## src/rtl/branch_predictor_pkg.sv

```systemverilog
// Shared encodings and default geometry for the branch predictor.
// The 2-bit direction counter is a typed enum so update logic reads in state names.
package branch_predictor_pkg;

    localparam int WIDTH_PC   = 32;
    localparam int INDEX_BITS = 4;
    localparam int TAG_BITS   = 10;

    typedef enum logic [1:0] {
        CTR_SNT = 2'b00,
        CTR_WNT = 2'b01,
        CTR_WT  = 2'b10,
        CTR_ST  = 2'b11
    } ctr_t;

    localparam ctr_t CTR_INIT = CTR_WNT;

    // The upper counter bit is the taken/not-taken direction.
    function automatic logic ctr_taken(input ctr_t c);
        return c[1];
    endfunction

endpackage

```

## src/rtl/branch_predictor_sat_counter2.sv

```systemverilog
// 2-bit saturating direction counter update; force_st pins unconditional jumps to strongly-taken.
module sat_counter2
    import branch_predictor_pkg::*;
(
    input  ctr_t i_ctr,
    input  logic i_taken,
    input  logic i_force_st,
    output ctr_t o_ctr
);

    always_comb begin
        o_ctr = i_ctr;
        if (i_force_st) begin
            o_ctr = CTR_ST;
        end else if (i_taken) begin
            case (i_ctr)
                CTR_SNT: o_ctr = CTR_WNT;
                CTR_WNT: o_ctr = CTR_WT;
                CTR_WT:  o_ctr = CTR_ST;
                default: o_ctr = CTR_ST;
            endcase
        end else begin
            case (i_ctr)
                CTR_ST:  o_ctr = CTR_WT;
                CTR_WT:  o_ctr = CTR_WNT;
                CTR_WNT: o_ctr = CTR_SNT;
                default: o_ctr = CTR_SNT;
            endcase
        end
    end

endmodule

```

## src/rtl/branch_predictor.sv

```systemverilog
// Direct-mapped BTB with 2-bit counters: IF-stage next-PC prediction, ID-stage
// mispredict detection with flush/redirect, table training and perf counters.
module branch_predictor
    import branch_predictor_pkg::*;
#(
    parameter int WIDTH_PC   = branch_predictor_pkg::WIDTH_PC,
    parameter int INDEX_BITS = branch_predictor_pkg::INDEX_BITS,
    parameter int TAG_BITS   = branch_predictor_pkg::TAG_BITS,
    parameter int WIDTH_PERF = 32
) (
    input  logic                  clk,
    input  logic                  rst,
    input  logic [WIDTH_PC-1:0]   pc_IF,
    output logic                  predTaken_IF,
    output logic [WIDTH_PC-1:0]   predPC_IF,
    input  logic                  stall_ID,
    input  logic                  resolve_valid,
    input  logic                  isJump,
    input  logic [WIDTH_PC-1:0]   pc_ID,
    input  logic                  actualTaken,
    input  logic [WIDTH_PC-1:0]   actualTarget,
    input  logic                  predTaken_ID,
    input  logic [WIDTH_PC-1:0]   predPC_ID,
    output logic                  flush,
    output logic [WIDTH_PC-1:0]   redirectPC,
    output logic [WIDTH_PERF-1:0] branchCount,
    output logic [WIDTH_PERF-1:0] mispredCount
);

    localparam int ENTRIES = 1 << INDEX_BITS;

    logic                r_valid  [ENTRIES];
    logic [TAG_BITS-1:0] r_tag    [ENTRIES];
    logic [WIDTH_PC-1:0] r_target [ENTRIES];
    ctr_t                r_ctr    [ENTRIES];

    logic [WIDTH_PERF-1:0] r_branch_cnt;
    logic [WIDTH_PERF-1:0] r_mispred_cnt;

    logic [INDEX_BITS-1:0] w_idx_IF;
    logic [TAG_BITS-1:0]   w_tag_IF;
    logic                  w_hit_IF;
    logic [INDEX_BITS-1:0] w_idx_ID;
    logic [TAG_BITS-1:0]   w_tag_ID;
    logic                  w_hit_ID;
    logic                  w_res;
    logic                  w_mis;
    ctr_t                  w_ctr_next;

    assign w_idx_IF = pc_IF[INDEX_BITS+1:2];
    assign w_tag_IF = pc_IF[INDEX_BITS+TAG_BITS+1:INDEX_BITS+2];
    assign w_hit_IF = r_valid[w_idx_IF] && (r_tag[w_idx_IF] == w_tag_IF);

    // Lookup reads the arrays combinationally, so a same-cycle update is not yet visible.
    assign predTaken_IF = !rst && w_hit_IF && ctr_taken(r_ctr[w_idx_IF]);
    assign predPC_IF    = predTaken_IF ? r_target[w_idx_IF] : pc_IF + WIDTH_PC'(4);

    assign w_idx_ID = pc_ID[INDEX_BITS+1:2];
    assign w_tag_ID = pc_ID[INDEX_BITS+TAG_BITS+1:INDEX_BITS+2];
    assign w_hit_ID = r_valid[w_idx_ID] && (r_tag[w_idx_ID] == w_tag_ID);

    assign w_res = resolve_valid && !stall_ID && !rst;
    assign w_mis = w_res && ((actualTaken != predTaken_ID) ||
                             (actualTaken && (actualTarget != predPC_ID)));

    assign flush      = w_mis;
    assign redirectPC = w_mis ? (actualTaken ? actualTarget : pc_ID + WIDTH_PC'(4))
                              : '0;

    sat_counter2 u_sat_counter2 (
        .i_ctr      (r_ctr[w_idx_ID]),
        .i_taken    (actualTaken),
        .i_force_st (isJump),
        .o_ctr      (w_ctr_next)
    );

    always_ff @(posedge clk) begin
        if (rst) begin
            for (int i = 0; i < ENTRIES; i++) begin
                r_valid[i]  <= 1'b0;
                r_tag[i]    <= '0;
                r_target[i] <= '0;
                r_ctr[i]    <= CTR_INIT;
            end
            r_branch_cnt  <= '0;
            r_mispred_cnt <= '0;
        end else if (w_res) begin
            r_branch_cnt <= r_branch_cnt + WIDTH_PERF'(1);
            if (w_mis) begin
                r_mispred_cnt <= r_mispred_cnt + WIDTH_PERF'(1);
            end
            if (w_hit_ID) begin
                r_ctr[w_idx_ID] <= w_ctr_next;
                if (actualTaken) begin
                    r_target[w_idx_ID] <= actualTarget;
                end
            end else if (actualTaken) begin
                // Not-taken misses are never allocated; they would only predict fall-through.
                r_valid[w_idx_ID]  <= 1'b1;
                r_tag[w_idx_ID]    <= w_tag_ID;
                r_target[w_idx_ID] <= actualTarget;
                r_ctr[w_idx_ID]    <= isJump ? CTR_ST : CTR_WT;
            end
        end
    end

    assign branchCount  = r_branch_cnt;
    assign mispredCount = r_mispred_cnt;

endmodule

```

## config.mk

```make
export PLATFORM = sky130hd
export DESIGN_NAME = branch_predictor
export DESIGN_NICKNAME = d
export VERILOG_FILES = /design/src/rtl/branch_predictor_pkg.sv /design/src/rtl/branch_predictor_sat_counter2.sv /design/src/rtl/branch_predictor.sv
export SDC_FILE = /design/constraint.sdc
export NUM_CORES = 1
export LEC_CHECK = 0
export ABC_AREA = 1
export CAP_MARGIN = 40
export CORE_MARGIN = 2
export CORE_UTILIZATION = 52
export CTS_CLUSTER_DIAMETER = 200
export DETAILED_ROUTE_END_ITERATION = 12
export PLACE_DENSITY = 0.72
export REMOVE_ABC_BUFFERS = 1
export SLEW_MARGIN = 20
export SYNTH_ARGS = -nofsm -noshare
export SYNTH_HDL_FRONTEND = slang
export SYNTH_SLANG_ARGS = --single-unit
```

## constraint.sdc

```tcl
create_clock -name clk -period 7.61 [get_ports clk]
set_input_delay 1.522 -clock clk [delete_from_list [all_inputs] [get_ports clk]]
set_output_delay 1.522 -clock clk [all_outputs]
set_load 0.02 [all_outputs]
```

# After elaboration in Yosys (flattened, before gate mapping)
# Memories as Yosys holds them, arrays and structs flattened.
# Index checks and enable logic that the tools add are counted.
dict set report classes {
  add_sub_neg 4
  eq_ne 7
  n_mux 37
  bitwise_logic 2
  n_reduce_logical 17
}
# operator n
set ops {}
lappend ops {{2-to-1 mux 32 bit} 5}
lappend ops {{adder 32 x 1 -> 32 bit (second input constant)} 2}
lappend ops {{adder 32 x 3 -> 32 bit (second input constant)} 2}
lappend ops {{!= test 32 bit} 1}
lappend ops {{OR reduction 32 bit} 1}
lappend ops {{2-to-1 mux 1 bit} 21}
lappend ops {{equality test 10 bit} 2}
lappend ops {{2-to-1 mux 4 bit} 4}
lappend ops {{2-to-1 mux 10 bit} 1}
lappend ops {{OR reduction 10 bit} 1}
lappend ops {{logical AND 1 bit} 8}
lappend ops {{2-to-1 mux 2 bit} 4}
lappend ops {{one-hot mux 2 bit (2 select lines)} 2}
lappend ops {{equality test 2 bit (second input constant)} 2}
lappend ops {{equality test 2 x 1 -> 1 bit (second input constant)} 1}
lappend ops {{logical NOT 1 bit} 2}
lappend ops {{logical NOT 2 bit} 1}
lappend ops {{bitwise OR 1 bit} 2}
lappend ops {{AND reduction 2 bit} 1}
lappend ops {{OR reduction 2 bit} 1}
lappend ops {{logical OR 1 bit} 1}
lappend ops {{!= test 1 bit} 1}
lappend ops {{OR reduction 1 bit} 1}
dict set report word_totals {
  ff_bits 64
  mem_bits_rw 720
  input_bits 135
  out_inout_bits 130
  word_cells 73
  mem_count 4
}
# name words width read_ports rd_clocked_by_memory_dff write_ports line
set mem_list {}
lappend mem_list {r_target 16 32 1 0 16 branch_predictor.sv:34} ;# logic [WIDTH_PC-1:0] r_target [ENTRIES];
lappend mem_list {r_tag 16 10 2 0 16 branch_predictor.sv:33} ;# logic [TAG_BITS-1:0] r_tag [ENTRIES];
lappend mem_list {r_ctr 16 2 2 0 16 branch_predictor.sv:35} ;# ctr_t r_ctr [ENTRIES];
lappend mem_list {r_valid 16 1 2 0 16 branch_predictor.sv:32} ;# logic r_valid [ENTRIES];

# Longest topological paths before layout
# An unclocked memory read counts as a cell.
dict set report depth {
  ltp_word 10
  mapped_depth 20
  mapped_depth_nobuf 17
}

# By module
# A second synthesis with hierarchy kept.
dict set report unflattened {
  hier_cells 4641
  area_unflattened_um2 40174.8
}
# mod n_inst cells_per_inst area_per_inst_um2 seq_area_each_um2
set modules_own_cells {}
lappend modules_own_cells {branch_predictor 1 4636 40146.0 22741.8}
lappend modules_own_cells {sat_counter2 1 5 28.8 0.0}

# Worst setup path after synthesis
# OpenSTA, ideal clock, no wires.
dict set report synth_path {
  path_kind {input-to-output}
  from {in pc_ID[2]}
  to {out redirectPC[19]}
  t_arrival_ns 3.467
  required_time_ns 6.088
  path_slack_ns 2.621
  path_stages 12
  n_path_buf 3
  cell_sequence {buf_4 buf_6 buf_6 nand3_2 nor3_4 nand3_2 nor4_4 nand2_2 nor2_2 xor2_1 nor2_1 a211oi_1}
}
dict set report synth_via {
  elab_chain_len 3
}
# item line
set synth_lines {}
lappend synth_lines {{from (decl)} branch_predictor.sv:19} ;# input logic [WIDTH_PC-1:0] pc_ID,
lappend synth_lines {{adder 32 x 3 -> 32 bit} branch_predictor.sv:67} ;# assign redirectPC = w_mis ? (actualTaken ? actualTarget : pc_ID + WIDTH_PC'(4))
lappend synth_lines {{2-to-1 mux 32 bit (2 in a row)} branch_predictor.sv:67}
lappend synth_lines {{to (decl)} branch_predictor.sv:25} ;# output logic [WIDTH_PC-1:0] redirectPC,
# No other way between the ends.

# Worst setup path after layout
dict set report layout_path {
  from {in actualTarget[13]}
  to {out redirectPC[15]}
}
dict set report layout_via {
  elab_chain_len 5
}
# item line
set layout_lines {}
lappend layout_lines {{from (decl)} branch_predictor.sv:21} ;# input logic [WIDTH_PC-1:0] actualTarget,
lappend layout_lines {{!= test 32 bit} branch_predictor.sv:64} ;# (actualTaken && (actualTarget != predPC_ID)));
lappend layout_lines {{logical AND 1 bit} branch_predictor.sv:64}
lappend layout_lines {{logical OR 1 bit} branch_predictor.sv:63} ;# assign w_mis = w_res && ((actualTaken != predTaken_ID) ||
lappend layout_lines {{logical AND 1 bit} branch_predictor.sv:63}
lappend layout_lines {{2-to-1 mux 32 bit} branch_predictor.sv:67}
# No other way between the ends.

==> flow_summary.toml <==
[critical_path]
cp-end-kind = "output port"
max_incr_delay_on_cp_ps = 750
ff_to_ff_setup_slack_ps = 4100
rr_worst_depth = 14
cell_by_cell_listing_of_the_critical_path = "clkdlybuf4s50_1, clkinv_1, o21ai_0, nor2_1, nand3_1, nor2_1, nand3_1, nand2_2, clkinv_1, buf_4, o21ai_0, a21oi_1, clkdlybuf4s50_1"
worst_ep_arrival_time_ps = 5320
cp_top_family = "buffers and inverters"
critPathSlowestCell = "clkdlybuf4s50_1"
critPathRequiredTime_ps = 6090
crit_path_max_fanout = 18
reg2reg_to = "r_tag[5][1]"
rr_startpoint = "r_tag[2][3]"
cp_num_buf_inv = 5
critical_path_class = "in2out"
critical_path_source_type = "primary input"

[drt]
remaining_drc_errors = 0
first_pass_iters = 9
post_route_antenna_net_violation_count = 0
routed_via_density = 6.074
dr_total_vias = 35880
first_iter_violations = 5591
wire_length_per_cell_um = 24.39
finalWirelength_um = 144100

[job]
max_cap_violations = 0

[floorplanning]
initial_core_util_pct = 52.30
floorplan.die.height_um = 282.4
chipWidth_um = 282.4
io_pins = 265
rows = 102
design.die.area_um2 = 79780
fp.coreArea_um2 = 77080

[clocking]
ctsResizeCount = 0
cts_buffers = 84
cts_num_sinks = 784
postCtsSetupRepairBufs = 0
hold_buffers = 0
number_of_levels_in_the_clock_h_tree = 3
tritoncts = "built"
cts_buffer_depth = 3
cts-root-buf = "clkbuf_16"
clk_latency_ps = 650
clkTransAtPathRegs_ps = 50

[logic_synthesis]
simple_gate_share_of_the_synthesized_area_pct = 22.94
flip_flop_and_latch_count_after_synthesis = 784
synth.yosys.warnings = 0
post_synth_mux_area_share_pct = 0
post_synth_top_area_share_pct = 52.44
synth-async-reset-ratio_pct = 0
synth_edf_count = 704
synth-compound-area-share_pct = 11.49
post_synth_instance_area_um2 = 40320
syn_avg_cell_area_um2 = 8.663
synth_cells = 4654
synth_area_leader_cell = "edfxtp_1"
synthXorXnorAreaFrac_pct = 1.977
synth-main-ff-cell = "edfxtp_1"
yosys-top-cells-area = "edfxtp_1 52%, nor2_1 11%, nand2_1 6.6%, o21ai_0 5.0%, dfxtp_1 4.0%"
synth_fa_ha_area_share_pct = 0.2172
yosysSeqAreaShare_pct = 56.41
synth_top_family_by_area = "simple AND/OR/NAND/NOR gates"
yosys.cell_types.count = 53

[grt]
met1_global_route_usage_pct = 47.36
wire_length_of_the_first_global_routing_pass_um = 209000
grt_antenna_before_repair = 10
vias_in_the_first_global_route = 33670
busiest_layer = "met2"
grt.met3_usage_pct = 8.995
grt_use_met2_pct = 54.10
global_route.overflow_total = 0
grt_max_degree = 128
grt_use_total_pct = 35.45

[timing]
final_period_utilization_pct = 89.92
final_hold_viol_count = 0
finalSetupTns_ps = 0
max_slew_margin_pct = 41.08
min_period_ps = 6843
final-setup-viol-count = 0
timing_max_transition_violations_final = 0
clock_skew_ps = 22.73
achievable-frequency_mhz = 146.1
rsz0062_at_grt = "no"
worst_margin_slew_ps = 883.9

[placed_design]
routabilityCongestion = 0.9449
dpl.hpwl_um = 89960
port-buffer-count = 264

[min_path]
timing.hold.worst_endpoint = "branchCount[30]"
min_path_cells = 2
worstHoldStart = "branchCount[30]"
hold_class = "reg2reg"

[status]
outcome = "complete, no violations"

[power]
power-per-cell-area_nw_per_um2 = 217.0
overall_power_after_layout_uw = 10110
cellLeakagePower_uw = 0.01765
power.ir.vdd_worst_mv = 0.1507

[layout]
final_layout_size_suffix_gt1_share_pct = 6.664
mostFrequentLayoutCell = "nor2_1"
area_delta_synth_final_pct = 15.58
filler_cell_count = 6621
design.final.nets = 4937
layout_common_cells = "1176 x nor2_1, 704 x edfxtp_1, 692 x nand2_1"
[worst max-delay path by stage]
| stage | startpoint | end | cells past startpoint | slack (ps) |
|---|---|---|---|---|
| floorplan | pc_IF[2] | predPC_IF[10] | 12 | 390 |
| global placement | actualTarget[13] | redirectPC[15] | 13 | 890 |
| detailed placement | actualTarget[13] | redirectPC[15] | 13 | 960 |
| CTS | actualTarget[13] | redirectPC[14] | 11 | 960 |
| global route | actualTarget[3] | redirectPC[15] | 13 | 570 |
| finish | actualTarget[13] | redirectPC[15] | 13 | 770 |
[flip-flops by register name (all words and copies together), names as in the netlist]
| signal | cells |
|---|---|
| r_ctr | 32 |
| r_tag | 160 |
| mispredCount | 32 |
| branchCount | 32 |
| r_valid | 16 |
| r_target | 512 |
[per-layer routing]
metal,wire (um),vias to the layer above
met5,58,-
met4,7242,10
met3,19950,426
met2,64010,2576
met1,52790,16930
li1,-,15940
[logic make-up after synthesis]
kind of cell / after synthesis
buf+inv: 682
xor+xnor: 91
fa+ha+maj: 7
flops: 784
compound gates: 831
simple gates: 2259
[cell type report]
class	instances	area [um2]	share of cell area (%)
diodes	5	12.51	0.02685
clock buffers	106	2226	4.777
clock inverters	47	441.7	0.9479
inverters	356	1348	2.892
multi-input cells	3188	14810	31.78
flip-flops and latches	784	22740	48.81
well taps	1040	1301	2.793
repair buffers	381	3719	7.980
[where the power goes]
| group | internal [uW] | switching (uW) |
|---|---|---|
| Combinational | 326 | 816 |
| Sequential | 4870 | 57.9 |
| Clock | 2260 | 1770 |
[worst register-to-register path, stage by stage (launching register included)]
cell and delay (ps):
edfxtp_1 400, inv_1 70, nand2_1 50, nand3_1 100, nand2_1 80, nand2_1 170
nand2_1 140, nor2_1 160, nor2_1 70, nor2_1 120, nand2_1 80, nor2_1 120
nand3_2 340, nand2_1 630, nand2_1 570
[stage by stage]
step	cells	util (%)	hold WS, ps	cell area, um2	setup slack [ps]
3_3_place_gp	5739	56.69	457.0	43700	893.0
6_report	5907	60.45	473.3	46600	767.0
2_1_floorplan	4328	-	444.6	38840	392.2
5_1_grt	5904	60.44	492.5	46590	574.3
4_1_cts	5897	60.32	470.8	46500	962.5
3_5_place_dp	5744	56.86	458.6	43830	955.6
[cell usage after synthesis, types with 22 or more instances]
| library cell | n |
|---|---|
| a21oi_1 | 165 |
| buf_1 | 56 |
| buf_2 | 67 |
| buf_4 | 22 |
| clkbuf_1 | 170 |
| clkinv_1 | 37 |
| dfxtp_1 | 80 |
| edfxtp_1 | 704 |
| inv_1 | 301 |
| nand2_1 | 709 |
| nand3_1 | 209 |
| nand4_1 | 33 |
| nor2_1 | 1176 |
| nor3_1 | 54 |
| o21ai_0 | 404 |
| o21ai_1 | 68 |
| o221ai_1 | 46 |
| o22ai_1 | 85 |
| xor2_1 | 71 |
Power figures use the tool's default switching activity.
